**config.mk**
```make
export PLATFORM = sky130hd
export DESIGN_NAME = axi_stream_header_arbiter
export DESIGN_NICKNAME = d
export VERILOG_FILES = /design/src/rtl/axi_stream_header_arbiter.sv
export SDC_FILE = /design/constraint.sdc
export NUM_CORES = 1
export LEC_CHECK = 0
export ABC_CLOCK_PERIOD_IN_PS = 3600
export BUFFER_PORTS_ARGS = -buffer_cell sky130_fd_sc_hd__buf_2
export CORE_ASPECT_RATIO = 1.5
export CORE_MARGIN = 2
export CORE_UTILIZATION = 43
export CTS_BUF_LIST = sky130_fd_sc_hd__clkbuf_4 sky130_fd_sc_hd__clkbuf_8 sky130_fd_sc_hd__clkbuf_16
export DETAILED_ROUTE_END_ITERATION = 10
export GPL_TIMING_DRIVEN = 0
export PLACE_DENSITY = 0.83
export SYNTH_ARGS = -nofsm -noshare
export SYNTH_HDL_FRONTEND = slang
export SYNTH_SLANG_ARGS = --single-unit
```
**constraint.sdc**
```tcl
create_clock -name clk -period 3.6 [get_ports clk]
set_input_delay 0.72 -clock clk [delete_from_list [all_inputs] [get_ports clk]]
set_output_delay 0.72 -clock clk [all_outputs]
set_load 0.03 [all_outputs]
```
**src/rtl/axi_stream_header_arbiter.sv**
```systemverilog
// Round-robin arbiter that hands exactly one header per packet to axi_stream_insert_header.
// Define HDR_ARB_WATCHDOG_EN to add a WAIT_DONE watchdog with a one-cycle 'timeout' pulse.
module axi_stream_header_arbiter #(
    parameter int DATA_WD        = 32,
    parameter int DATA_BYTE_WD   = DATA_WD / 8,
    parameter int BYTE_CNT_WD    = $clog2(DATA_BYTE_WD),
    parameter int NUM_REQ        = 4,
    parameter int ID_WD          = $clog2(NUM_REQ),
    parameter int TIMEOUT_CYCLES = 1024
) (
    input  logic                            clk,
    input  logic                            rst_n,
    input  logic [NUM_REQ-1:0]              req_valid,
    input  logic [NUM_REQ*DATA_WD-1:0]      req_data,
    input  logic [NUM_REQ*DATA_BYTE_WD-1:0] req_keep,
    output logic [NUM_REQ-1:0]              req_ready,
    output logic                            valid_insert,
    output logic [DATA_WD-1:0]              data_insert,
    output logic [DATA_BYTE_WD-1:0]         keep_insert,
    output logic [BYTE_CNT_WD:0]            byte_insert_cnt,
    input  logic                            ready_insert,
    input  logic                            pkt_done,
    output logic [ID_WD-1:0]                grant_id,
    output logic                            busy,
    output logic                            hdr_drop
`ifdef HDR_ARB_WATCHDOG_EN
    ,
    output logic                            timeout
`endif
);

    typedef enum logic [1:0] {
        IDLE      = 2'd0,
        OFFER     = 2'd1,
        WAIT_DONE = 2'd2
    } state_t;

    state_t                    r_state;
    state_t                    w_stateNext;
    logic [ID_WD-1:0]          r_ptr;
    logic                      w_found;
    logic [ID_WD-1:0]          w_sel;
    logic [DATA_WD-1:0]        w_selData;
    logic [DATA_BYTE_WD-1:0]   w_selKeep;

    function automatic logic [ID_WD-1:0] wrapIdx(input int unsigned base, input int unsigned off);
        int unsigned s;
        s = base + off;
        if (s >= int'(NUM_REQ)) begin
            s = s - int'(NUM_REQ);
        end
        return ID_WD'(s);
    endfunction

    function automatic logic [BYTE_CNT_WD:0] popCount(input logic [DATA_BYTE_WD-1:0] k);
        logic [BYTE_CNT_WD:0] c;
        c = '0;
        for (int i = 0; i < DATA_BYTE_WD; i++) begin
            c = c + (BYTE_CNT_WD+1)'(k[i]);
        end
        return c;
    endfunction

    // First valid requester at or after the pointer, wrapping around.
    always_comb begin
        w_found = 1'b0;
        w_sel   = '0;
        for (int i = 0; i < NUM_REQ; i++) begin
            if (!w_found && req_valid[wrapIdx(int'(r_ptr), i)]) begin
                w_found = 1'b1;
                w_sel   = wrapIdx(int'(r_ptr), i);
            end
        end
    end

    assign w_selData = req_data[w_sel*DATA_WD +: DATA_WD];
    assign w_selKeep = req_keep[w_sel*DATA_BYTE_WD +: DATA_BYTE_WD];

    always_comb begin
        req_ready = '0;
        if (r_state == IDLE && w_found) begin
            req_ready[w_sel] = 1'b1;
        end
    end

    assign busy = (r_state != IDLE);

`ifdef HDR_ARB_WATCHDOG_EN
    localparam int WD_CNT_WD = $clog2(TIMEOUT_CYCLES + 1);
    logic [WD_CNT_WD-1:0] r_wdCnt;
    logic                 w_wdExpire;

    // Counter is held at zero outside WAIT_DONE so every entry starts fresh.
    always_ff @(posedge clk or negedge rst_n) begin
        if (!rst_n) begin
            r_wdCnt <= '0;
            timeout <= 1'b0;
        end else begin
            timeout <= w_wdExpire;
            if (r_state == WAIT_DONE && w_stateNext == WAIT_DONE) begin
                r_wdCnt <= r_wdCnt + 1'b1;
            end else begin
                r_wdCnt <= '0;
            end
        end
    end
`endif

    always_ff @(posedge clk or negedge rst_n) begin
        if (!rst_n) begin
            r_state <= IDLE;
        end else begin
            r_state <= w_stateNext;
        end
    end

    always_comb begin
        w_stateNext = r_state;
`ifdef HDR_ARB_WATCHDOG_EN
        w_wdExpire  = 1'b0;
`endif
        case (r_state)
            IDLE: begin
                if (w_found && (w_selKeep != '0)) begin
                    w_stateNext = OFFER;
                end
            end
            OFFER: begin
                if (ready_insert) begin
                    w_stateNext = WAIT_DONE;
                end
            end
            WAIT_DONE: begin
                if (pkt_done) begin
                    w_stateNext = IDLE;
                end
`ifdef HDR_ARB_WATCHDOG_EN
                else if (r_wdCnt == WD_CNT_WD'(TIMEOUT_CYCLES - 1)) begin
                    w_stateNext = IDLE;
                    w_wdExpire  = 1'b1;
                end
`endif
            end
            default: w_stateNext = IDLE;
        endcase
    end

    // A zero-keep header is consumed and dropped but still advances the pointer.
    always_ff @(posedge clk or negedge rst_n) begin
        if (!rst_n) begin
            valid_insert    <= 1'b0;
            data_insert     <= '0;
            keep_insert     <= '0;
            byte_insert_cnt <= '0;
            grant_id        <= '0;
            r_ptr           <= '0;
            hdr_drop        <= 1'b0;
        end else begin
            hdr_drop <= 1'b0;
            case (r_state)
                IDLE: begin
                    if (w_found) begin
                        data_insert     <= w_selData;
                        keep_insert     <= w_selKeep;
                        byte_insert_cnt <= popCount(w_selKeep);
                        grant_id        <= w_sel;
                        r_ptr           <= wrapIdx(int'(w_sel), 1);
                        valid_insert    <= (w_selKeep != '0);
                        hdr_drop        <= (w_selKeep == '0);
                    end
                end
                OFFER: begin
                    if (ready_insert) begin
                        valid_insert <= 1'b0;
                    end
                end
                default: ;
            endcase
        end
    end

endmodule

```
==> flow_summary.ini <==
[cts]
cts_tree = yes
cts_made_buffers = 5
clk_pin_slew_ns = 0.08
cts_buffer_depth = 2
clock_sinks = 47
insertion_delay_ns = 0.30
htree_levels = 2
cts-root-buf = clkbuf_8

[global_route]
grt_usage = 0.282
grt_start_max_net_pins = 48
grt_pass1_vias = 3615
grt_pass1_wl_um = 17300
grt_overflow = 0
antenna_found_initial = 0

[worst_setup_path]
critPathCaptureType = primary output
worstPathMaxFanout = 11
reg2regPathDepth = 12
start_kind = primary input
required_ns = 2.88
cp.arrival_ns = 2.67
critPathKind = primary input to primary output

[floorplan]
die_x_um = 73.5
die_y_um = 108
rows = 38
io_pins = 200
coreArea_mm2 = 0.00713
start_util = 0.437
die-area_mm2 = 0.00796

[placed_design]
place.gp.congestion = 0.875
hpwl_um = 8700
pre_cts_ws_ns = -0.0453
io_buffers = 199

[sta]
slew_viol_final = 0
worstMarginPinSlew_ns = 1.07
fin_hold_ws_ns = 0.479
finClkSkew_ns = 0.00581
finalSetupViolations = 0
fin_crit_sh = 0.943
min_period_ns = 3.39
maxSlewHeadroom = 0.288
finalHoldViolCount = 0
fmax_mhz = 295
rsz0062_at_grt = false
worst_slack_ns = 0.206

[worst_hold_path]
holdPathStages = 1
hold_path.class = flip-flop to flip-flop

[flow_run]
cap_viol_max_count = 0

[power_and_ir_drop]
power_density_mw_per_mm2 = 902
ir_drop_mv = 0.446
p_leak_uw = 0.00242

[yosys]
ys_seq_area_frac = 0.377
syn_area_mm2 = 0.00312
yosysWarningCount = 0
syn_inst = 359
synth_cell_types = 37
syn-num-nets = 519
synth.avg_cell_area_um2 = 8.68
ys_ff_latch = 47

[finish]
drive_above_1_share = 0.401
syn_to_final_growth_pct = 38.9
finalNetCount = 725
diodes = 0
fill_cells = 635

[status]
outcome = completed

[route]
routed_wl_um = 11200
first_iter_violations = 176
drc_errors = 0
postRouteAntennaNets = 0
first_pass_iters = 5
avgRoutedWirePerCell_um = 17.4
num_vias = 3724
avgViaCountPerCell = 5.76
[path summary, 6_finish.rpt]
kind,start,to,slack [ns]
max,req_valid[3],req_ready[1],0.21
min,data_insert[20]$_DFFE_PN0P_,data_insert[20]$_DFFE_PN0P_,0.48
max reg2reg,r_ptr[1]$_DFFE_PN0P_,byte_insert_cnt[1]$_DFFE_PN0P_,0.33
min reg2reg,data_insert[20]$_DFFE_PN0P_,data_insert[20]$_DFFE_PN0P_,0.48
max in group asynchronous,rst_n,data_insert[19]$_DFFE_PN0P_,2.33
min in group asynchronous,rst_n,data_insert[0]$_DFFE_PN0P_,0.60
[flip-flops by register name (all words and copies together) (netlist names)]
signal	flops
byte_insert_cnt	3
hdr_drop	1
valid_insert	1
r_state	2
r_ptr	2
data_insert	32
keep_insert	4
grant_id	2
[cells by family after synthesis]
logic type / count (synthesis) / share of synthesized area
muxes: 7 / 0.0249
DFF: 47 / 0.377
AOI/OAI and AO/OA: 119 / 0.308
and+or+nand+nor: 130 / 0.194
buffers and inverters: 48 / 0.0606
adders and majority gates: 8 / 0.0345
[critical path: stages]
cell and delay (ns):
buf_2 0.15, mux2i_1 0.13, a221oi_4 0.56, clkbuf_1 0.49, ha_1 0.25, inv_1 0.04
nor2_1 0.10, buf_2 0.21
[area by class of cell]
| cell class | count | area (um^2) | area share |
|---|---|---|---|
| sequential | 47 | 1180 | 0.272 |
| clock inverter | 1 | 7.51 | 0.00173 |
| buffer | 35 | 140 | 0.0324 |
| multi-input combinational | 264 | 1760 | 0.407 |
| timing repair buffer | 199 | 996 | 0.230 |
| inverter | 13 | 48.8 | 0.0113 |
| tap | 80 | 100 | 0.0231 |
| clock buffer | 7 | 96.3 | 0.0223 |
[synth_stat cells]
cell type,instances,share of area
o32ai_1,1,0.0028
o221a_1,1,0.0036
inv_2,2,0.0024
inv_1,11,0.013
a31o_2,2,0.0056
a311oi_1,32,0.090
a21oi_1,1,0.0016
nand2_1,76,0.092
nand2b_1,1,0.0020
o21ai_1,2,0.0032
o41ai_2,1,0.0052
a221oi_4,1,0.0084
ha_1,7,0.028
dfrtp_1,47,0.38
mux2i_1,1,0.0032
and3b_1,1,0.0028
a211oi_2,1,0.0040
buf_2,7,0.011
nor2b_1,1,0.0020
and2_1,1,0.0020
a21o_1,32,0.077
nand3b_1,2,0.0048
a211oi_1,35,0.084
and2b_1,1,0.0024
o211a_1,1,0.0032
o2111ai_1,2,0.0056
buf_1,6,0.0072
a2bb2oi_1,1,0.0028
o21ai_0,4,0.0064
nor2_1,8,0.0096
o31ai_1,1,0.0024
and3_1,36,0.072
fa_1,1,0.0064
nand3_1,3,0.0048
a31oi_1,1,0.0020
mux2_2,6,0.022
clkbuf_1,22,0.026
[through the flow]
step / setup TNS (ns) / instance area, um^2 / instances / power, uW / utilization
global placement: -0.0211 / 4210 / 638 / 3470 / 0.591
detailed placement: -0.0453 / 4210 / 638 / 3550 / 0.591
floorplan: 0 / 3120 / 359 / 2750 / -
CTS: 0 / 4320 / 646 / 3910 / 0.605
finish: 0 / 4330 / 646 / 3910 / 0.607
global route: 0 / 4330 / 646 / 4200 / 0.607
[cell usage in the layout (no fill, tap or decap), drive strengths merged, types with 3 or more instances in the layout]
cell type	n
buf	212
nand2	76
dfrtp	47
and3	36
a211oi	36
a311oi	32
a21o	32
clkbuf	29
inv	13
nor2	8
ha	7
mux2	6
o21ai	6
nand3	3
[routing by layer]
layer / share of wire / track usage
met5: 0 / 0
met4: 0.028 / 0.114
met3: 0.068 / 0.0587
met2: 0.52 / 0.485
met1: 0.38 / 0.334
[power breakdown]
| part | switching (uW) | total, uW | internal, uW | leakage (uW) |
|---|---|---|---|---|
| Combinational | 1680 | 2590 | 914 | 0.00179 |
| Sequential | 155 | 954 | 799 | 0.000574 |
| Clock | 184 | 358 | 175 | 0.0000505 |
[timing repair]
item / 4_1_cts / 5_1_grt
gates resized for setup: 0 / 1
hold buffers: 0 / 0
endpoints found under the setup margin: 0 / 4
buffers inserted: 0 / 0
endpoints found under the hold margin: 0 / 0
Note: power is estimated with default switching activity, not from simulation.
